**src/rtl/fifo_block_packer_if.sv**
```systemverilog
// fifo_block_packer_if: FIFO read port, flush and block handshake bundle for fifo_block_packer.
interface fifo_block_packer_if #(
    parameter int WIDTH       = 32,
    parameter int BLOCK_WORDS = 4
);
    localparam int CNT_W = $clog2(BLOCK_WORDS + 1);
    logic                         fifo_empty;
    logic                         fifo_rd_en;
    logic [WIDTH-1:0]             fifo_rd_data;
    logic                         flush;
    logic [WIDTH*BLOCK_WORDS-1:0] blk_data;
    logic [CNT_W-1:0]             blk_nwords;
    logic                         blk_valid;
    logic                         blk_ready;
    logic                         busy;
    modport master (
        input  fifo_empty, fifo_rd_data, flush, blk_ready,
        output fifo_rd_en, blk_data, blk_nwords, blk_valid, busy
    );
    modport slave (
        output fifo_empty, fifo_rd_data, flush, blk_ready,
        input  fifo_rd_en, blk_data, blk_nwords, blk_valid, busy
    );
endinterface

```
**src/rtl/fifo_block_packer.sv**
```systemverilog
// fifo_block_packer: pops FIFO words and packs BLOCK_WORDS of them into one block with flush padding.
module fifo_block_packer #(
    parameter int WIDTH       = 32,
    parameter int BLOCK_WORDS = 4
) (
    input logic               clk,
    input logic               rst,
    fifo_block_packer_if.master bus
);
    localparam int CNT_W = $clog2(BLOCK_WORDS + 1);
    localparam logic [CNT_W-1:0] FULL = CNT_W'(BLOCK_WORDS);

    typedef enum logic [1:0] {FILL, DRAIN, OUT} state_t;

    state_t                             state_q, state_d;
    logic [CNT_W-1:0]                   issued_q, issued_d, captured_q, captured_d;
    logic                               flush_pend_q, flush_pend_d, rd_vld_q, rd_vld_d;
    logic [BLOCK_WORDS-1:0][WIDTH-1:0]  slot_q, slot_d;
    logic                               rd_en;

    assign rd_en = state_q == FILL && !bus.fifo_empty && issued_q < FULL && !flush_pend_q;

    always_ff @(posedge clk) begin
        if (rst) begin
            state_q      <= FILL;
            issued_q     <= '0;
            captured_q   <= '0;
            flush_pend_q <= 1'b0;
            rd_vld_q     <= 1'b0;
            slot_q       <= '0;
        end else begin
            state_q      <= state_d;
            issued_q     <= issued_d;
            captured_q   <= captured_d;
            flush_pend_q <= flush_pend_d;
            rd_vld_q     <= rd_vld_d;
            slot_q       <= slot_d;
        end
    end

    // Read data lands one cycle after its strobe, always into the next free slot.
    always_comb begin
        rd_vld_d     = rd_en;
        issued_d     = issued_q + CNT_W'(rd_en);
        captured_d   = captured_q + CNT_W'(rd_vld_q);
        slot_d       = slot_q;
        for (int i = 0; i < BLOCK_WORDS; i++)
            if (rd_vld_q && captured_q == CNT_W'(i)) slot_d[i] = bus.fifo_rd_data;
        state_d      = state_q;
        flush_pend_d = flush_pend_q;
        case (state_q)
            FILL: begin
                if (issued_d == FULL) begin
                    state_d      = DRAIN;
                    flush_pend_d = 1'b0;
                end else if (flush_pend_q && !rd_vld_q) begin
                    state_d      = captured_q != '0 ? OUT : FILL;
                    flush_pend_d = captured_q != '0;
                end else begin
                    flush_pend_d = flush_pend_q || bus.flush;
                end
            end
            DRAIN: state_d = captured_d == issued_q ? OUT : DRAIN;
            OUT: begin
                if (bus.blk_ready) begin
                    state_d      = FILL;
                    issued_d     = '0;
                    captured_d   = '0;
                    flush_pend_d = 1'b0;
                    slot_d       = '0;
                end
            end
            default: state_d = FILL;
        endcase
    end

    always_comb begin
        bus.fifo_rd_en = rd_en;
        bus.blk_valid  = state_q == OUT;
        bus.blk_nwords = state_q == OUT ? captured_q : '0;
        bus.blk_data   = slot_q;
        bus.busy       = state_q != FILL || captured_q != '0 || rd_vld_q;
    end
endmodule

```
**src/flat_wrapper.sv**
```systemverilog
// flat-port wrapper written by rule: the top's interface ports become plain ports
module fifo_block_packer_flat 
#(
    parameter int WIDTH       = 32,
    parameter int BLOCK_WORDS = 4
)
  (clk, rst, bus_fifo_empty, bus_fifo_rd_data, bus_flush, bus_blk_ready, bus_fifo_rd_en, bus_blk_data, bus_blk_nwords, bus_blk_valid, bus_busy);
  fifo_block_packer_if #(.WIDTH(WIDTH), .BLOCK_WORDS(BLOCK_WORDS)) bus_i ();
  input logic clk;
  input logic rst;
  input wire logic [$bits(bus_i.fifo_empty)-1:0] bus_fifo_empty;
  input wire logic [$bits(bus_i.fifo_rd_data)-1:0] bus_fifo_rd_data;
  input wire logic [$bits(bus_i.flush)-1:0] bus_flush;
  input wire logic [$bits(bus_i.blk_ready)-1:0] bus_blk_ready;
  output wire logic [$bits(bus_i.fifo_rd_en)-1:0] bus_fifo_rd_en;
  output wire logic [$bits(bus_i.blk_data)-1:0] bus_blk_data;
  output wire logic [$bits(bus_i.blk_nwords)-1:0] bus_blk_nwords;
  output wire logic [$bits(bus_i.blk_valid)-1:0] bus_blk_valid;
  output wire logic [$bits(bus_i.busy)-1:0] bus_busy;
  assign bus_i.fifo_empty = bus_fifo_empty;
  assign bus_i.fifo_rd_data = bus_fifo_rd_data;
  assign bus_i.flush = bus_flush;
  assign bus_i.blk_ready = bus_blk_ready;
  assign bus_fifo_rd_en = bus_i.fifo_rd_en;
  assign bus_blk_data = bus_i.blk_data;
  assign bus_blk_nwords = bus_i.blk_nwords;
  assign bus_blk_valid = bus_i.blk_valid;
  assign bus_busy = bus_i.busy;
  fifo_block_packer #(.WIDTH(WIDTH), .BLOCK_WORDS(BLOCK_WORDS)) u_core (.clk(clk), .rst(rst), .bus(bus_i));
endmodule
```
**config.mk**
```make
export PLATFORM = sky130hd
export DESIGN_NAME = fifo_block_packer_flat
export DESIGN_NICKNAME = d
export VERILOG_FILES = /design/src/rtl/fifo_block_packer_if.sv /design/src/rtl/fifo_block_packer.sv /design/src/flat_wrapper.sv
export SDC_FILE = /design/constraint.sdc
export NUM_CORES = 1
export LEC_CHECK = 0
export BUFFER_PORTS_ARGS = -buffer_cell sky130_fd_sc_hd__buf_2
export CAP_MARGIN = 20
export CORE_MARGIN = 2
export CORE_UTILIZATION = 30
export CTS_BUF_LIST = sky130_fd_sc_hd__clkbuf_16
export DETAILED_ROUTE_END_ITERATION = 8
export MAX_ROUTING_LAYER = met4
export PLACE_DENSITY_LB_ADDON = 0.1
export SYNTH_ARGS = -nofsm -noshare
export SYNTH_HDL_FRONTEND = slang
export SYNTH_SLANG_ARGS = --single-unit
```
**constraint.sdc**
```tcl
create_clock -name clk -period 4.2 [get_ports clk]
set_input_delay 0 -clock clk [delete_from_list [all_inputs] [get_ports clk]]
set_output_delay 0 -clock clk [all_outputs]
set_load 0.05 [all_outputs]
```
[Word level (Yosys, flattened, before mapping)]
Index checks and enable logic that the tools add are counted.
Storage, ports and cells
  logic and storage cells: 63
  memories: 0
  ROM bits: 0
  input bits: 37
  latch bits: 0
  bits in registers: 138
  output and inout port bits: 134
  memory bits (writable): 0
Cells by class
  mux-type cells: 21
  $mul: 0
  shifts and indexed selects: 0
  div/mod/pow operators: 0
  reductions and logical operators: 21
  $lt $le $gt $ge: 1
  $add $sub $neg: 2
  equal/unequal tests: 9
  bitwise logic cells: 0
Operators with widths (number)
  two-way mux 128 bit: 2
  two-way mux 32 bit: 4
  two-way mux 3 bit: 5
  two-way mux 2 bit: 5
  logical AND 1 bit: 8
  adder 3 x 1 -> 3 bit: 2
  == test 3 x 2 -> 1 bit (second input constant): 2
  one-hot mux 2 bit (3 select lines): 1
  AND reduction 2 bit: 2
  nonzero test 2 bit: 2
  == test 3 x 1 -> 1 bit (second input constant): 1
  == test 3 bit: 1
  == test 3 bit (second input constant): 1
  zero test 1 bit: 3
  zero test 3 bit: 1
  logical OR 1 bit: 3
  < comparator 3 bit (second input constant): 1
  two-way mux 1 bit: 3
  != test 3 bit (second input constant): 1
  nonzero test 3 bit: 1
  == test 2 x 1 -> 1 bit (second input constant): 1
  == test 2 bit (second input constant): 1
  zero test 2 bit: 1
  != test 2 bit (second input constant): 1
  one-hot mux 1 bit (2 select lines): 1

[Longest topological paths before layout]
  depth after elaboration: 8
  gate-level depth with buffers: 7
  depth with buffers taken out: 7

[Least setup slack after synthesis]
OpenSTA, ideal clock, no wires.
  path kind: register to register
  start point: register u_core.state_q[1]
  end point: register u_core.state_q[1]
  arrival time: 3.380 ns
  cell stages (with the launch flop): 7
  library setup time: 0.091 ns
  path buffers: 0
  path slack: 0.729 ns
  cells stage by stage: dfxtp_1 > or2_2 > nor4_1 > ha_1 > ha_1 > o311a_1 > a311oi_1
Between the ends
  cells in the longest elaborated chain, start to end: 8
  elaborated cells between the ends (all ways): 13
RTL lines
  from (decl): RTL line fifo_block_packer.sv:15  | state_t state_q, state_d;
  from (signal assigned): RTL line fifo_block_packer.sv:32  | state_q <= state_d;
  zero test 2 bit (*): RTL line fifo_block_packer.sv:21  | assign rd_en = state_q == FILL && !bus.fifo_empty && issued_q < FULL && !flush_pend_q;
  logical AND 1 bit (*) (3 in a row): RTL line fifo_block_packer.sv:21
  named net bus_fifo_rd_en: RTL line flat_wrapper.sv:15  | output wire logic [$bits(bus_i.fifo_rd_en)-1:0] bus_fifo_rd_en;
  adder 3 x 1 -> 3 bit (*): RTL line fifo_block_packer.sv:44  | issued_d = issued_q + CNT_W'(rd_en);
  == test 3 bit (*): RTL line fifo_block_packer.sv:53  | if (issued_d == FULL) begin
  two-way mux 2 bit / != test 3 bit (equally long branches)
  one-hot mux 2 bit (3 select lines) / AND reduction 2 bit (equally long branches)
The timed path passes the listed nets; every way through them passes the cells marked *.
A chain may end at the register's enable or synchronous reset.

[Final worst setup path]
  start point: register u_core.state_q[0]
  end point: register u_core.state_q[1]
Between the ends
  cells in the longest elaborated chain, start to end: 8
  elaborated cells between the ends (all ways): 13
RTL lines (RTL line)
  zero test 2 bit: fifo_block_packer.sv:21, fifo_block_packer.sv:51
  logical AND 1 bit (3 in a row): fifo_block_packer.sv:21
  adder 3 x 1 -> 3 bit: fifo_block_packer.sv:44
  == test 3 bit: fifo_block_packer.sv:53
  two-way mux 2 bit / != test 3 bit (equally long branches)
  one-hot mux 2 bit (3 select lines) / AND reduction 2 bit (equally long branches)
Several ways; a longest one is shown, not always the timed one.

==> flow_results.org <==
** Status
- The run finished with clean final reports.

** Power and ir drop
- Power after layout :: 3.02 mW
- Part of the total power dissipated in sequential elements :: 45.3%
- Comb power frac :: 11.0%
- Cell area power density :: 434 nW/um^2
- Summed over all nets, the switching power comes to 0.785 mW.
- Net switching is 26.0% of the power.
- The share of total power dissipated in the clock network is 43.7%.
- The internal power of the cells totals 2.24 mW.
- IR drop worst, VDD :: 0.271 mV
- Total leakage power :: 2.94 nW

** Die
- Top-level I/O count :: 171
- Die area :: 17900 um^2
- Standard-cell row count :: 47
- In this run the vertical extent of the chip is 134 um.
- The die is 134 um wide.
- Initial Util :: 30.6%
- Core Footprint :: 16500 um^2

** Route
- Number of design rule violations left after detail routing :: 0
- DR vias/cell :: 4.63
- DRC violation total after the first TritonRoute iteration :: 261
- Antenna violation net count after detailed routing :: 0
- The routed layout has 4828 vias.
- Total wirelength of the detailed-routed design :: 16.0 mm
- The pre-antenna-repair detailed-routing pass consisted of 4 iterations.
- In the final routed layout, each cell accounts on average for 15.3 um.

** Synth
- Synthesis produced a netlist with a net count of 662.
- Yosys synthesis warning count :: 0
- Synth Instances :: 621
- After synthesis, the largest area contributor takes up 54.6% of total cell area.
- The synthesized netlist occupies a cell area of 5060 um^2.
- Number of storage elements in the synthesis netlist :: 138
- Cell type contributing the most total cell area after synthesis :: sky130_fd_sc_hd__dfxtp_1
- Of the synthesized area, sequential elements account for 54.6%.
- After synthesis, the cell types taking the most area are sky130_fd_sc_hd__dfxtp_1 55%, sky130_fd_sc_hd__nand2_1 19%, sky130_fd_sc_hd__a21oi_1 13%.
- Average cell area after synthesis :: 8.15 um^2
- Yosys mapped the design onto 34 distinct sky130hd cell types.

** Placement
- Post-DP HPWL :: 10.5 mm
- In this run the tool buffered the top-level ports with 170 buffer cells.
- At the end of routability-driven placement, the weighted congestion stood at 0.758.
- Timing analysis after detailed placement gives a worst setup slack of 1890 ps.
- Area after DPL :: 6020 um^2

** Global routing
- The total overflow left after global routing is 0.
- Across every metal layer, demand over resource in global routing totals 18.3%.
- First-pass GRT wire length :: 24.6 mm
- The number of global-route vias before repair was 4394.
- Initial antenna violation count :: 0
- Entering global routing, the biggest net connects 74 pins.

** Timing
- Measured slew at the worst slew-check pin :: 942 ps
- In the post-route analysis, the smallest setup slack over all paths is 1370 ps.
- Setup repair after global routing missed its margin :: false
- For the final routed database, the setup TNS stands at 0 ps.
- Final setup fails :: 0
- Worst max-slew margin expressed relative to the limit :: 37.1%
- Of the available clock period, the critical path in the final layout requires 67.5%.
- The number of hold violations in the final report came to 0.
- Highest attainable clock frequency :: 353 MHz
- Post-route minimum period :: 2830 ps
- Clock Skews :: 7.63 ps
- The final count of pins violating max slew was 0.

** Clocking
- CTS H-Tree Depth :: 4
- After clock tree synthesis, the clock-pin slew on the worst setup and hold paths is 60 ps.
- Number of buffers created by CTS :: 17
- Largest buffer count on any clock path :: 2
- Post-CTS Setup Repair Bufs :: 0
- In this run the clock root is driven by a sky130_fd_sc_hd__clkbuf_16.
- Gates resized, CTS repair :: 0
- Sinks on the clock net :: 138
- CTS tree :: done
- The later pin in the worst-skew pair is clocked with a latency of 410 ps.

** Worst setup path
- Critical Path Source Type :: register
- Worst endpoint required time :: 4500 ps
- On the worst path, the slowest cell contributes a delay of 590 ps.
- The signal on the critical path passes through or2_2 -> nor4_1 -> ha_1 -> ha_1 -> o311ai_0 -> a311oi_1 -> dlygate4sd3_1.
- Slowest library cell on the worst path :: sky130_fd_sc_hd__dlygate4sd3_1
- Data arrives at the worst endpoint at 3130 ps.
- Sort of element at the end of the critical path :: register
- CP most frequent cell :: sky130_fd_sc_hd__ha_1
- Of all nets on the critical path, the largest fanout is 7.
- The worst setup path is of the reg -> reg kind.

** Final layout
- Of the cells placed in the final design, the portion with a size suffix greater than 1 is 25.9%.
- From synthesis to final layout, the design area changed by 37.7%.
- Post-layout nets :: 851
- Commonest non-fill, non-tap cells in the layout :: 257 x sky130_fd_sc_hd__nand2_1, 170 x sky130_fd_sc_hd__buf_2, 138 x sky130_fd_sc_hd__dfxtp_1
- ANT cells :: 0
- Leading cell type in the layout, fill and taps excluded :: sky130_fd_sc_hd__nand2_1
- Post-layout util :: 42.2%
- Once layout is done, the placed cells without fillers occupy 6970 um^2.

** Worst hold path
- Class of the worst hold path :: in -> reg

** Job
- Reported max-cap violation count :: 0
-- critical path, delay by kind of cell, from the launching register on --
kind / cells / cell delay, ps
AND/OR/NAND/NOR: 2 / 660
AO/OA/AOI/OAI: 2 / 610
buffers and inverters: 1 / 590
adder cells (fa/ha/maj): 2 / 500
flip-flops: 1 / 360
-- final timing paths --
| kind | endpoint | from | depth (start not counted) | slack [ps] |
|---|---|---|---|---|
| setup / recovery | u_core.state_q[1] | u_core.state_q[0] | 7 | 1370 |
| hold / removal | u_core.captured_q[0] | bus_blk_ready | 3 | 30 |
| setup reg to reg | u_core.state_q[1] | u_core.state_q[0] | 7 | 1370 |
| hold reg to reg | u_core.bus.blk_data[58] | u_core.bus.blk_data[58] | 2 | 450 |
-- state kept, by name (all words and copies together) (netlist names) --
register and count:
u_core.state_q 2, u_core.rd_vld_q 1, u_core.issued_q 3, u_core.captured_q 3, u_core.bus.blk_data 128, u_core.flush_pend_q 1
-- repair_timing --
| action | 4_1_cts | 5_1_grt |
|---|---|---|
| hold endpoints to repair | 132 | 0 |
| endpoints found under the setup margin | 0 | 0 |
| hold buffers | 36 | 0 |
-- power by group through the flow --
stage	sequential [mW]	clock [mW]	combinational [mW]
3_3_place_gp	1.40	0	0.302
6_report	1.37	1.32	0.333
3_5_place_dp	1.40	0	0.306
2_1_floorplan	1.47	0	0.130
4_1_cts	1.37	1.36	0.331
5_1_grt	1.37	1.43	0.357
-- synth_stat cells (all sizes together) --
| library cell | instances |
|---|---|
| xnor2 | 4 |
| nor4bb | 2 |
| and2 | 7 |
| o211a | 1 |
| a311oi | 1 |
| nand4b | 1 |
| xnor3 | 1 |
| a21oi | 130 |
| a32o | 1 |
| clkbuf | 6 |
| o31a | 1 |
| buf | 41 |
| nor2b | 3 |
| nor4 | 2 |
| and4b | 1 |
| ha | 4 |
| or3 | 1 |
| dfxtp | 138 |
| nor2 | 5 |
| or4b | 1 |
| o311ai | 1 |
| or2 | 1 |
| a21o | 1 |
| nand2b | 2 |
| o311a | 1 |
| nor3 | 2 |
| nor4b | 1 |
| nand2 | 257 |
| nand4bb | 2 |
| nand4 | 2 |
-- cell families after synthesis --
| family | count (synthesis) | synth area share (%) |
|---|---|---|
| AO/OA/AOI/OAI | 137 | 14.1 |
| XOR/XNOR | 5 | 1.14 |
| adder cells (fa/ha/maj) | 4 | 0.989 |
| buffers and inverters | 47 | 5.37 |
| flip-flops | 138 | 54.6 |
| AND/OR/NAND/NOR | 290 | 23.8 |
-- routing by layer --
metal	global-route usage [%]	wire length (um)
met1	22.3	7190
met2	28.9	7660
met3	6.05	996
met4	5.38	115
met5	-	0
-- area by class of cell --
class,count,area (um^2)
Clock buffer,17,425
Clock inverter,14,92.6
Fill cell,1697,9560
Multi-Input combinational cell,436,2070
Sequential cell,138,2760
Tap cell,220,275
Timing Repair Buffer,217,1340
-- through the flow --
| stage | instances | hold slack, ps |
|---|---|---|
| finish | 1042 | 29.6 |
| global route | 1042 | 64.5 |
| CTS | 1039 | 20.7 |
| detailed placement | 972 | 260 |
| global placement | 972 | 254 |
| floorplan | 621 | 71.6 |
Note: power is estimated with default switching activity, not from simulation.
